<file path="config.mk">
export PLATFORM = sky130hd
export DESIGN_NAME = mem_stage_lsu_flat
export DESIGN_NICKNAME = d
export VERILOG_FILES = /design/src/rtl/mips_pkg.sv /design/src/rtl/mem_stage_lsu_if.sv /design/src/rtl/lsu_timeout_counter.sv /design/src/rtl/mem_stage_lsu.sv /design/src/flat_wrapper.sv
export SDC_FILE = /design/constraint.sdc
export NUM_CORES = 1
export LEC_CHECK = 0
export BUFFER_PORTS_ARGS = -buffer_cell sky130_fd_sc_hd__buf_2
export CORE_UTILIZATION = 43
export CTS_BUF_LIST = sky130_fd_sc_hd__clkbuf_4
export CTS_CLUSTER_DIAMETER = 30
export CTS_CLUSTER_SIZE = 28
export DETAILED_ROUTE_END_ITERATION = 8
export HOLD_SLACK_MARGIN = 0.12
export PLACE_DENSITY = 0.84
export SETUP_SLACK_MARGIN = 0.05
export SYNTH_ARGS = -nofsm -noshare
export SYNTH_HDL_FRONTEND = slang
export SYNTH_HIERARCHICAL = 1
export SYNTH_SLANG_ARGS = --single-unit
</file>
<file path="constraint.sdc">
create_clock -name clk -period 2.1 [get_ports clk]
set_input_delay 0.42 -clock clk [delete_from_list [all_inputs] [get_ports clk]]
set_output_delay 0.42 -clock clk [all_outputs]
set_load 0.05 [all_outputs]
</file>
<file path="src/rtl/mips_pkg.sv">
// Shared MIPS pipeline types and helpers for the MEM-stage load/store unit.
// Contents: LSU FSM state enum, word/register-address widths, MEM/WB payload
// struct, and a word-alignment helper.
package mips_pkg;

    localparam int unsigned WORD_W     = 32;
    localparam int unsigned REG_ADDR_W = 5;

    typedef enum logic {
        IDLE,
        WAIT
    } lsu_state_t;

    // MEM/WB pipeline-register payload
    typedef struct packed {
        logic                  reg_write;
        logic                  mem_to_reg;
        logic [WORD_W-1:0]     alu_result;
        logic [WORD_W-1:0]     read_data;
        logic [REG_ADDR_W-1:0] write_reg;
    } mem_wb_t;

    function automatic logic is_word_aligned(input logic [WORD_W-1:0] addr);
        return (addr & WORD_W'(3)) == '0;
    endfunction

endpackage

</file>
<file path="src/rtl/mem_stage_lsu_if.sv">
// Data-memory req/ack interface between the LSU (master) and memory (slave).
// Signals: MemReq, MemWe, MemAddr, MemWdata (master->slave);
//          MemAck, MemRdata (slave->master).
interface mem_stage_lsu_if #(
    parameter int unsigned ADDR_W = 32
);
    logic              MemReq;
    logic              MemWe;
    logic [ADDR_W-1:0] MemAddr;
    logic [31:0]       MemWdata;
    logic              MemAck;
    logic [31:0]       MemRdata;

    modport master (
        output MemReq, MemWe, MemAddr, MemWdata,
        input  MemAck, MemRdata
    );

    modport slave (
        input  MemReq, MemWe, MemAddr, MemWdata,
        output MemAck, MemRdata
    );
endinterface

</file>
<file path="src/rtl/lsu_timeout_counter.sv">
// WAIT-state cycle counter for the LSU access timeout.
// Ports: clk, rst_n, i_clear (sync clear), i_enable (count one cycle),
//        o_hit_c (combinational: count has reached TIMEOUT-1; never with TIMEOUT=0).
module lsu_timeout_counter #(
    parameter int unsigned TIMEOUT = 16
) (
    input  logic clk,
    input  logic rst_n,
    input  logic i_clear,
    input  logic i_enable,
    output logic o_hit_c
);

    localparam int unsigned CNT_W = (TIMEOUT > 0) ? $clog2(TIMEOUT + 1) : 1;
    localparam logic [CNT_W-1:0] CNT_MAX = CNT_W'(TIMEOUT);
    localparam logic [CNT_W-1:0] HIT_VAL = CNT_W'(TIMEOUT - 1);

    logic [CNT_W-1:0] r_cnt;

    // Saturating up-counter
    always_ff @(posedge clk or negedge rst_n) begin
        if (!rst_n) begin
            r_cnt <= '0;
        end else if (i_clear) begin
            r_cnt <= '0;
        end else if (i_enable && (r_cnt != CNT_MAX)) begin
            r_cnt <= r_cnt + CNT_W'(1);
        end
    end

    assign o_hit_c = (TIMEOUT != 0) && (r_cnt == HIT_VAL);

endmodule

</file>
<file path="src/rtl/mem_stage_lsu.sv">
// MEM-stage load/store unit: issues data-memory accesses over a req/ack
// handshake, stalls upstream while an access is outstanding, and produces the
// registered MEM/WB payload. Non-memory instructions pass with 1-cycle latency.
// Ports: clk, rst_n; EX/MEM inputs (RegWriteIn, MemtoRegIn, MemWriteIn,
//        ALUResultIn, WriteRegIn, WriteDataIn); Stall (combinational);
//        mem (memory interface, master); MEM/WB outputs (RegWriteOut,
//        MemtoRegOut, ALUResultOut, ReadDataOut, WriteRegOut); MisalignOut and
//        TimeoutOut abort pulses.
module mem_stage_lsu
    import mips_pkg::*;
#(
    parameter int unsigned ADDR_W  = 32,
    parameter int unsigned TIMEOUT = 16
) (
    input  logic                  clk,
    input  logic                  rst_n,
    input  logic                  RegWriteIn,
    input  logic                  MemtoRegIn,
    input  logic                  MemWriteIn,
    input  logic [WORD_W-1:0]     ALUResultIn,
    input  logic [REG_ADDR_W-1:0] WriteRegIn,
    input  logic [WORD_W-1:0]     WriteDataIn,
    output logic                  Stall,
    mem_stage_lsu_if.master       mem,
    output logic                  RegWriteOut,
    output logic                  MemtoRegOut,
    output logic [WORD_W-1:0]     ALUResultOut,
    output logic [WORD_W-1:0]     ReadDataOut,
    output logic [REG_ADDR_W-1:0] WriteRegOut,
    output logic                  MisalignOut,
    output logic                  TimeoutOut
);

    lsu_state_t        r_state,   w_state_nxt;
    logic              r_req,     w_req_nxt;
    logic              r_we,      w_we_nxt;
    logic [ADDR_W-1:0] r_addr,    w_addr_nxt;
    logic [WORD_W-1:0] r_wdata,   w_wdata_nxt;
    mem_wb_t           r_memwb,   w_memwb_nxt;
    logic              r_misalign, w_misalign_nxt;
    logic              r_timeout,  w_timeout_nxt;

    logic    w_memop;
    logic    w_cnt_clear;
    logic    w_cnt_en;
    logic    w_hit_c;
    mem_wb_t w_pass;

    assign w_memop = MemtoRegIn | MemWriteIn;

    // Pass-through payload; read data is filled in only for completed loads
    assign w_pass = '{reg_write:  RegWriteIn,
                      mem_to_reg: MemtoRegIn,
                      alu_result: ALUResultIn,
                      read_data:  '0,
                      write_reg:  WriteRegIn};

    lsu_timeout_counter #(
        .TIMEOUT (TIMEOUT)
    ) u_timeout_counter (
        .clk      (clk),
        .rst_n    (rst_n),
        .i_clear  (w_cnt_clear),
        .i_enable (w_cnt_en),
        .o_hit_c  (w_hit_c)
    );

    // State and registered outputs
    always_ff @(posedge clk or negedge rst_n) begin
        if (!rst_n) begin
            r_state    <= IDLE;
            r_req      <= 1'b0;
            r_we       <= 1'b0;
            r_addr     <= '0;
            r_wdata    <= '0;
            r_memwb    <= '0;
            r_misalign <= 1'b0;
            r_timeout  <= 1'b0;
        end else begin
            r_state    <= w_state_nxt;
            r_req      <= w_req_nxt;
            r_we       <= w_we_nxt;
            r_addr     <= w_addr_nxt;
            r_wdata    <= w_wdata_nxt;
            r_memwb    <= w_memwb_nxt;
            r_misalign <= w_misalign_nxt;
            r_timeout  <= w_timeout_nxt;
        end
    end

    // Next-state, next-output and stall; MEM/WB defaults to a bubble
    always_comb begin
        w_state_nxt    = r_state;
        w_req_nxt      = r_req;
        w_we_nxt       = r_we;
        w_addr_nxt     = r_addr;
        w_wdata_nxt    = r_wdata;
        w_memwb_nxt    = '0;
        w_misalign_nxt = 1'b0;
        w_timeout_nxt  = 1'b0;
        w_cnt_clear    = 1'b0;
        w_cnt_en       = 1'b0;
        Stall          = 1'b0;

        case (r_state)
            IDLE: begin
                w_cnt_clear = 1'b1;
                if (!w_memop) begin
                    w_memwb_nxt = w_pass;
                end else if (!is_word_aligned(ALUResultIn)) begin
                    w_misalign_nxt = 1'b1;
                end else begin
                    Stall       = 1'b1;
                    w_req_nxt   = 1'b1;
                    w_we_nxt    = MemWriteIn;
                    w_addr_nxt  = ADDR_W'(ALUResultIn);
                    w_wdata_nxt = WriteDataIn;
                    w_state_nxt = WAIT;
                end
            end
            WAIT: begin
                // Ack beats a same-cycle timeout
                if (mem.MemAck) begin
                    w_req_nxt   = 1'b0;
                    w_state_nxt = IDLE;
                    w_memwb_nxt = w_pass;
                    if (MemtoRegIn && !MemWriteIn) begin
                        w_memwb_nxt.read_data = mem.MemRdata;
                    end
                end else if (w_hit_c) begin
                    w_req_nxt     = 1'b0;
                    w_state_nxt   = IDLE;
                    w_timeout_nxt = 1'b1;
                end else begin
                    Stall    = 1'b1;
                    w_cnt_en = 1'b1;
                end
            end
        endcase
    end

    assign mem.MemReq   = r_req;
    assign mem.MemWe    = r_we;
    assign mem.MemAddr  = r_addr;
    assign mem.MemWdata = r_wdata;

    assign RegWriteOut  = r_memwb.reg_write;
    assign MemtoRegOut  = r_memwb.mem_to_reg;
    assign ALUResultOut = r_memwb.alu_result;
    assign ReadDataOut  = r_memwb.read_data;
    assign WriteRegOut  = r_memwb.write_reg;
    assign MisalignOut  = r_misalign;
    assign TimeoutOut   = r_timeout;

endmodule

</file>
<file path="src/flat_wrapper.sv">
// flat-port wrapper written by rule: the top's interface ports become plain ports
module mem_stage_lsu_flat import mips_pkg::*;
#(
    parameter int unsigned ADDR_W  = 32,
    parameter int unsigned TIMEOUT = 16
)
  (clk, rst_n, RegWriteIn, MemtoRegIn, MemWriteIn, ALUResultIn, WriteRegIn, WriteDataIn, Stall, RegWriteOut, MemtoRegOut, ALUResultOut, ReadDataOut, WriteRegOut, MisalignOut, TimeoutOut, mem_MemReq, mem_MemWe, mem_MemAddr, mem_MemWdata, mem_MemAck, mem_MemRdata);
  mem_stage_lsu_if #(.ADDR_W(ADDR_W)) mem_i ();
  input  logic clk;
  input  logic rst_n;
  input  logic RegWriteIn;
  input  logic MemtoRegIn;
  input  logic MemWriteIn;
  input  logic [WORD_W-1:0] ALUResultIn;
  input  logic [REG_ADDR_W-1:0] WriteRegIn;
  input  logic [WORD_W-1:0] WriteDataIn;
  output logic Stall;
  output logic RegWriteOut;
  output logic MemtoRegOut;
  output logic [WORD_W-1:0] ALUResultOut;
  output logic [WORD_W-1:0] ReadDataOut;
  output logic [REG_ADDR_W-1:0] WriteRegOut;
  output logic MisalignOut;
  output logic TimeoutOut;
  output wire logic [$bits(mem_i.MemReq)-1:0] mem_MemReq;
  output wire logic [$bits(mem_i.MemWe)-1:0] mem_MemWe;
  output wire logic [$bits(mem_i.MemAddr)-1:0] mem_MemAddr;
  output wire logic [$bits(mem_i.MemWdata)-1:0] mem_MemWdata;
  input wire logic [$bits(mem_i.MemAck)-1:0] mem_MemAck;
  input wire logic [$bits(mem_i.MemRdata)-1:0] mem_MemRdata;
  assign mem_MemReq = mem_i.MemReq;
  assign mem_MemWe = mem_i.MemWe;
  assign mem_MemAddr = mem_i.MemAddr;
  assign mem_MemWdata = mem_i.MemWdata;
  assign mem_i.MemAck = mem_MemAck;
  assign mem_i.MemRdata = mem_MemRdata;
  mem_stage_lsu #(.ADDR_W(ADDR_W), .TIMEOUT(TIMEOUT)) u_core (.clk(clk), .rst_n(rst_n), .RegWriteIn(RegWriteIn), .MemtoRegIn(MemtoRegIn), .MemWriteIn(MemWriteIn), .ALUResultIn(ALUResultIn), .WriteRegIn(WriteRegIn), .WriteDataIn(WriteDataIn), .Stall(Stall), .mem(mem_i), .RegWriteOut(RegWriteOut), .MemtoRegOut(MemtoRegOut), .ALUResultOut(ALUResultOut), .ReadDataOut(ReadDataOut), .WriteRegOut(WriteRegOut), .MisalignOut(MisalignOut), .TimeoutOut(TimeoutOut));
endmodule
</file>
==> flow_metrics.py, run 1 <==
metrics = {
    "cts": {
        "cts.sinks": 145,
        "cts_buffers": 17,
        "clkLatencyLatePin_ns": 0.53,
        "clkTransAtPathRegs_ns": 0.12,
        "cts_tree": "done",
        "cts_root_buffer": "clkbuf_4",
        "clock_path_buffers": 2,
        "htreeDepth": 4,
    },
    "timing": {
        "post-route-period-util": 1.13,
        "slew_violations": 0,
        "worst_slack_ns": -0.278,
        "fin_setup_tns_ns": -0.278,
        "fmax_mhz": 421,
        "fin_worst_skew_ns": 0.0163,
        "rsz0062_at_grt": "true",
        "setup-violations-final": 1,
        "whs_ns": 0.169,
        "hold_viol_final": 0,
        "slew_headroom": 0.438,
        "tightest_slew_ns": 0.844,
        "min_period_ns": 2.38,
    },
    "placed_design": {
        "gp_congestion": 0.742,
        "port_buffers": 246,
        "dp_hpwl_mm": 8.66,
        "dp_cells": 715,
        "pre_cts_ws_ns": 0.0826,
    },
    "setup_path": {
        "ff2ff_setup_slack_ns": 0.16,
        "required_ns": 1.68,
        "cp.arrival_ns": 1.96,
        "path_max_fanout": 3,
        "path_buf_inv": 1,
        "crit_type": "reg2out",
        "worstPathCellList": "ha_2, and3_4, ha_4, nor3_4, or2_4, buf_8",
        "start_kind": "flip-flop",
        "cp_top_family": "simple AND/OR/NAND/NOR gates",
        "endpoint_kind": "output pin",
        "cp_slowest_cell": "dfrtp_1",
        "cpPeakStageDelay_ns": 0.41,
    },
    "yosys": {
        "ys_seq_area_frac": 0.707,
        "avgSynthCellArea_um2": 15.5,
        "yosysUniqueCellTypes": 29,
        "synth.top_cells.by_area": "dfrtp_1 (71%), mux2_2 (8.1%), mux2_1 (5.7%)",
        "yosysWarnings": 6,
        "yosys.area.top_type": "dfrtp_1",
        "netlist_area_um2": 5130,
        "yosys.area.top_type_share": 0.707,
        "synth_nets": 442,
        "synthCells": 332,
        "ys_ff_latch": 145,
    },
    "grt": {
        "grt_pass1_wl_mm": 23.0,
        "grt_start_max_net_pins": 52,
        "grt-ovfl-total": 0,
        "antenna_found_initial": 0,
        "grt_use_total": 0.244,
        "grt_pass1_vias": 4593,
    },
    "finish": {
        "nets": 808,
        "fillers": 791,
        "register_area_um2": 3630,
        "drive_above_1_share": 0.463,
        "fin_cells": 852,
        "diodes": 0,
        "multi_input_area_um2": 1440,
        "area_growth_pct": 54.6,
    },
    "detailed_routing": {
        "wl_per_cell_um": 17.0,
        "drt-initial-drc-count": 201,
        "routed_wl_mm": 14.5,
        "drc": 34,
        "viasPerCell": 4.75,
        "dr.pass1.iters": 6,
        "ant_nets": 0,
        "route.vias.total": 4045,
    },
    "power": {
        "p_leak_nw": 4.11,
        "ir_drop_v": 0.000648,
        "power.density_nw_per_um2": 940,
        "switching_share": 0.387,
        "power_w": 0.00746,
        "p_int_w": 0.00457,
        "seqPwrFrac": 0.446,
        "clkPwrFrac": 0.219,
        "switchingPower_w": 0.00288,
        "comb_power_share": 0.334,
    },
    "hold_path": {
        "worstHoldPathType": "in2reg",
    },
    "floorplanning": {
        "core_um2": 11500,
        "start_util": 0.446,
        "dieArea_um2": 12400,
        "boundaryPins": 247,
        "die_h_um": 111,
        "chipWidth_um": 111,
        "placementRows": 39,
    },
    "outcome": {
        "status": "finished with violations",
        "violations": "design-rule violations, negative setup slack",
    },
    "flow_run": {
        "drv_cap": 0,
    },
}
==> cells in the final DEF, fill, tap and decap left out, types with 3 or more instances in the layout <==
master / synthesis / final
clkinv_2: 0 / 4
dfrtp_1: 145 / 145
clkbuf_4: 0 / 20
mux2_1: 26 / 26
buf_12: 0 / 4
nor2_1: 6 / 6
mux2_2: 37 / 37
inv_1: 5 / 5
nand2_1: 3 / 3
clkinv_1: 0 / 4
nor2b_1: 40 / 40
and2_1: 32 / 32
dlygate4sd3_1: 0 / 104
buf_4: 1 / 7
buf_2: 6 / 244
==> per-layer routing <==
layer	GRT usage	up-vias	routed length, um
li1	-	1828	-
met5	0	-	0
met1	0.248	1980	5230
met4	0.125	0	414
met3	0.0782	36	1090
met2	0.445	201	7720
==> stage by stage <==
| stage | utilization | cell area, um^2 |
|---|---|---|
| finish | 0.689 | 7940 |
| global route | 0.689 | 7940 |
| CTS | 0.688 | 7920 |
| detailed placement | 0.572 | 6590 |
| global placement | 0.572 | 6590 |
| floorplan | - | 5140 |
==> path summary, 6_finish.rpt <==
check / from / end / depth (start not counted)
max: u_core/u_timeout_counter/r_cnt[0] / Stall / 6
min: MemWriteIn / u_core/mem.MemWe / 2
min in group asynchronous: rst_n / u_core/mem.MemWdata[20] / 2
min reg2reg: u_core/mem.MemAddr[12] / u_core/mem.MemAddr[12] / 1
max in group asynchronous: rst_n / u_core/mem.MemWdata[5] / 3
max reg2reg: u_core/u_timeout_counter/r_cnt[0] / u_core/u_timeout_counter/r_cnt[0] / 7
==> logic make-up (layout without fill, tap and decap cells) <==
group,Yosys count,after routing,synth area share
AO/OA/AOI/OAI,6,6,0.00854
XOR/XNOR,1,1,0.00171
adder cells (fa/ha/maj),3,3,0.00732
buffers and inverters,19,396,0.0205
flip-flops,145,145,0.707
multiplexers,65,65,0.143
AND/OR/NAND/NOR,93,93,0.112
==> synthesized netlist by cell type <==
cell and count:
mux2_2 37, nand2_1 3, and2b_1 1, mux2_4 1, dfrtp_1 145, o22a_1 1, o31a_1 1, or2_2 1
a21oi_1 2, ha_1 3, and2_1 32, nand2b_1 2, nand4_1 1, nor3b_1 1, buf_2 6, clkbuf_1 4
inv_1 5, nor2_1 6, nor3_1 3, and3_1 2, nor2b_1 40, a211oi_1 1, buf_4 1, nor4_4 1
mux2_1 26, o2111ai_1 1, mux2i_1 1, buf_6 3, xor2_1 1
==> sequential cells by signal (all words and copies together) (netlist names) <==
register and flops:
u_core/ALUResultOut 32, u_core/MemtoRegOut 1, u_core/MisalignOut 1, u_core/ReadDataOut 32, u_core/RegWriteOut 1, u_core/TimeoutOut 1
u_core/WriteRegOut 5, u_core/mem.MemAddr 32, u_core/mem.MemReq 1, u_core/mem.MemWdata 32, u_core/mem.MemWe 1, u_core/r_state 1
u_core/u_timeout_counter/r_cnt 5
==> worst reg2reg max path: cells and delay by family, from the launching register on <==
kind	cells	cell delay, ns
buffers and inverters	1	0.17
multiplexers	1	0.32
adder cells (fa/ha/maj)	2	0.37
AND/OR/NAND/NOR	2	0.32
AO/OA/AOI/OAI	1	0.23
flip-flops	1	0.43
==> power by group through the flow <==
stage | Combinational [W] | Clock [W] | Sequential, W
finish | 0.00249 | 0.00163 | 0.00333
global route | 0.00259 | 0.00179 | 0.00337
CTS | 0.00248 | 0.00167 | 0.00332
detailed placement | 0.00232 | 0 | 0.00337
global placement | 0.00228 | 0 | 0.00335
floorplan | 0.000370 | 0 | 0.00464
==> layout make-up <==
class	instances	area share
well taps	143	0.0225
clock buffers	20	0.0189
flip-flops and latches	145	0.457
multi-input cells	168	0.182
clock inverters	10	0.0120
inverters	5	0.00237
repair buffers	361	0.305
==> repair_timing <==
action	in CTS	in global routing
gates resized for setup	9	0
hold endpoints to repair	179	0
setup endpoints to repair	1	2
pin swaps	3	2
setup buffers	1	2
hold buffers	104	0
No activity file was read; power rests on OpenSTA's default activity.
==> run 2: changes to the inputs <==
--- a/config.mk
+++ b/config.mk
@@ -6,13 +6,16 @@
 export NUM_CORES = 1
 export LEC_CHECK = 0
 export BUFFER_PORTS_ARGS = -buffer_cell sky130_fd_sc_hd__buf_2
-export CORE_UTILIZATION = 43
+export CELL_PAD_IN_SITES_DETAIL_PLACEMENT = 1
+export CELL_PAD_IN_SITES_GLOBAL_PLACEMENT = 1
+export CORE_UTILIZATION = 33
 export CTS_BUF_LIST = sky130_fd_sc_hd__clkbuf_4
 export CTS_CLUSTER_DIAMETER = 30
 export CTS_CLUSTER_SIZE = 28
 export DETAILED_ROUTE_END_ITERATION = 8
 export HOLD_SLACK_MARGIN = 0.12
-export PLACE_DENSITY = 0.84
+export PLACE_DENSITY = 0.83
+export REMOVE_ABC_BUFFERS = 1
 export SETUP_SLACK_MARGIN = 0.05
 export SYNTH_ARGS = -nofsm -noshare
 export SYNTH_HDL_FRONTEND = slang
==> run 2 against run 1 <==
The run ends with negative setup slack left. Largest power group unchanged. Largest cell class unchanged. Sequential share of layout area is 0.51 points lower. Cell count up 5.4%. Critical endpoint unchanged. Setup slack gained 0.049 ns. Wire length is 8.9% higher. Register-to-register slack better by 0.03 ns. Sequential power is essentially flat. Critical path type unchanged. Global-route usage fell by 4.1 points. Flip-flop and latch count stayed put. Count of clock-buffer cells in the layout shrank 1. Total power increased by 2.5%.
==> flow_metrics.py, run 2 (same netlist as run 1, synthesis figures left out) <==
metrics = {
    "cts": {
        "cts_buffers": 17,
        "htreeDepth": 4,
        "cts.sinks": 145,
        "cts_tree": "done",
        "clkTransAtPathRegs_ns": 0.12,
        "clock_path_buffers": 2,
        "clkLatencyLatePin_ns": 0.52,
        "cts_root_buffer": "clkbuf_4",
    },
    "setup_path": {
        "cpPeakStageDelay_ns": 0.41,
        "cp.arrival_ns": 1.91,
        "crit_type": "reg2out",
        "start_kind": "flip-flop",
        "required_ns": 1.68,
        "endpoint_kind": "output pin",
        "worst_r2r_path_depth": 7,
        "path_max_fanout": 2,
        "worstPathCellList": "ha_2, and3_4, ha_4, nor3_4, or2_4, buf_8",
        "ff2ff_setup_slack_ns": 0.19,
        "cp_slowest_cell": "dfrtp_1",
    },
    "timing": {
        "fin_worst_skew_ns": 0.0151,
        "setup-violations-final": 1,
        "tightest_slew_ns": 0.776,
        "worst_slack_ns": -0.229,
        "post-route-period-util": 1.11,
        "fmax_mhz": 429,
        "slew_headroom": 0.482,
        "rsz0062_at_grt": "true",
        "min_period_ns": 2.33,
        "hold_viol_final": 0,
        "slew_violations": 0,
    },
    "placed_design": {
        "gp_congestion": 0.720,
        "port_buffers": 246,
        "dp_hpwl_mm": 9.68,
        "dp_cells": 759,
    },
    "outcome": {
        "violations": "negative setup slack",
        "status": "finished with violations",
    },
    "floorplanning": {
        "start_util": 0.338,
        "core_um2": 15200,
        "die_h_um": 127,
        "placementRows": 45,
        "dieArea_um2": 16100,
        "boundaryPins": 247,
        "chipWidth_um": 127,
    },
    "grt": {
        "grt_use_total": 0.203,
        "grt_pass1_vias": 4638,
        "grt_start_max_net_pins": 54,
        "grt-ovfl-total": 0,
        "antenna_found_initial": 1,
        "grt_pass1_wl_mm": 24.3,
    },
    "power": {
        "p_int_w": 0.00470,
        "seqPwrFrac": 0.435,
        "power.density_nw_per_um2": 953,
        "clkPwrFrac": 0.236,
        "switchingPower_w": 0.00295,
        "switching_share": 0.386,
        "p_leak_nw": 4.12,
        "comb_power_share": 0.329,
        "ir_drop_v": 0.000439,
    },
    "detailed_routing": {
        "route.vias.total": 3976,
        "routed_wl_mm": 15.7,
        "drc": 0,
        "ant_nets": 0,
        "wl_per_cell_um": 17.5,
        "dr.pass1.iters": 4,
        "drt-initial-drc-count": 97,
        "viasPerCell": 4.43,
    },
    "hold_path": {
        "holdPathStages": 2,
        "worstHoldPathType": "in2reg",
    },
    "finish": {
        "nets": 807,
        "drive_above_1_share": 0.467,
        "postLayoutCoreUtil": 0.528,
        "mostFrequentLayoutCells": "buf_2 (244), dfrtp_1 (145), dlygate4sd3_1 (103), nor2b_1 (40), mux2_2 (37)",
        "fin_cells": 898,
        "area_growth_pct": 56.4,
        "layout_commonest_cell": "buf_2",
    },
    "flow_run": {
        "drv_cap": 0,
    },
}
==> run 2: worst paths after layout <==
path	to	start
setup reg to reg	u_core/u_timeout_counter/r_cnt[0]	u_core/u_timeout_counter/r_cnt[0]
setup / recovery	Stall	u_core/u_timeout_counter/r_cnt[1]
hold reg to reg	u_core/mem.MemAddr[25]	u_core/mem.MemAddr[25]
max in group asynchronous	u_core/mem.MemAddr[4]	rst_n
min in group asynchronous	u_core/mem.MemWdata[4]	rst_n
hold / removal	u_core/mem.MemWe	MemWriteIn
==> run 2: repair_timing <==
item,CTS,global route
hold buffers,101,2
hold endpoints to repair,180,2
buffers inserted,3,1
resized for setup,10,0
endpoints found under the setup margin,2,1
pin swaps,4,4
==> run 2: final cells by class <==
| cell class | count | area, um^2 |
|---|---|---|
| clock buffers | 19 | 143 |
| flip-flops and latches | 145 | 3630 |
| inverters | 5 | 18.8 |
| diodes | 1 | 2.50 |
| repair buffers | 360 | 2410 |
| fillers | 1619 | 7180 |
| clock inverters | 12 | 143 |
| multi-input cells | 168 | 1440 |
| well taps | 188 | 235 |
==> run 2: power groups by stage <==
stage / Clock (W) / Combinational (W) / Sequential (W)
6_report: 0.00180 / 0.00251 / 0.00333
5_1_grt: 0.00201 / 0.00262 / 0.00337
4_1_cts: 0.00188 / 0.00250 / 0.00332
3_5_place_dp: 0 / 0.00234 / 0.00338
3_3_place_gp: 0 / 0.00229 / 0.00335
2_1_floorplan: 0 / 0.000357 / 0.00464
==> run 2: routing by layer <==
layer / vias to the layer above / GRT usage / wire length, um
li1: 1818 / - / -
met1: 1967 / 0.207 / 5610
met4: 0 / 0.0917 / 501
met5: - / 0 / 0
met3: 31 / 0.0616 / 830
met2: 160 / 0.380 / 8790
==> run 2: critical path: cells and delay by family (launching register included) <==
family	cells	cell delay [ns]
AND/OR/NAND/NOR	3	0.49
buffers and inverters	1	0.15
flip-flops	1	0.41
adder cells (fa/ha/maj)	2	0.34
==> run 2: through the flow <==
step	instance area [um^2]	hold slack, ns	setup WS (ns)	total power, W	setup TNS (ns)
4_1_cts	7990	0.125	-0.322	0.00770	-0.322
6_report	8020	0.187	-0.229	0.00765	-0.229
3_5_place_dp	6630	0.410	0.0421	0.00572	0
2_1_floorplan	5040	0.124	-1.52	0.00500	-76.50
3_3_place_gp	6630	0.396	0.126	0.00564	0
5_1_grt	8020	0.124	-0.371	0.00800	-0.371
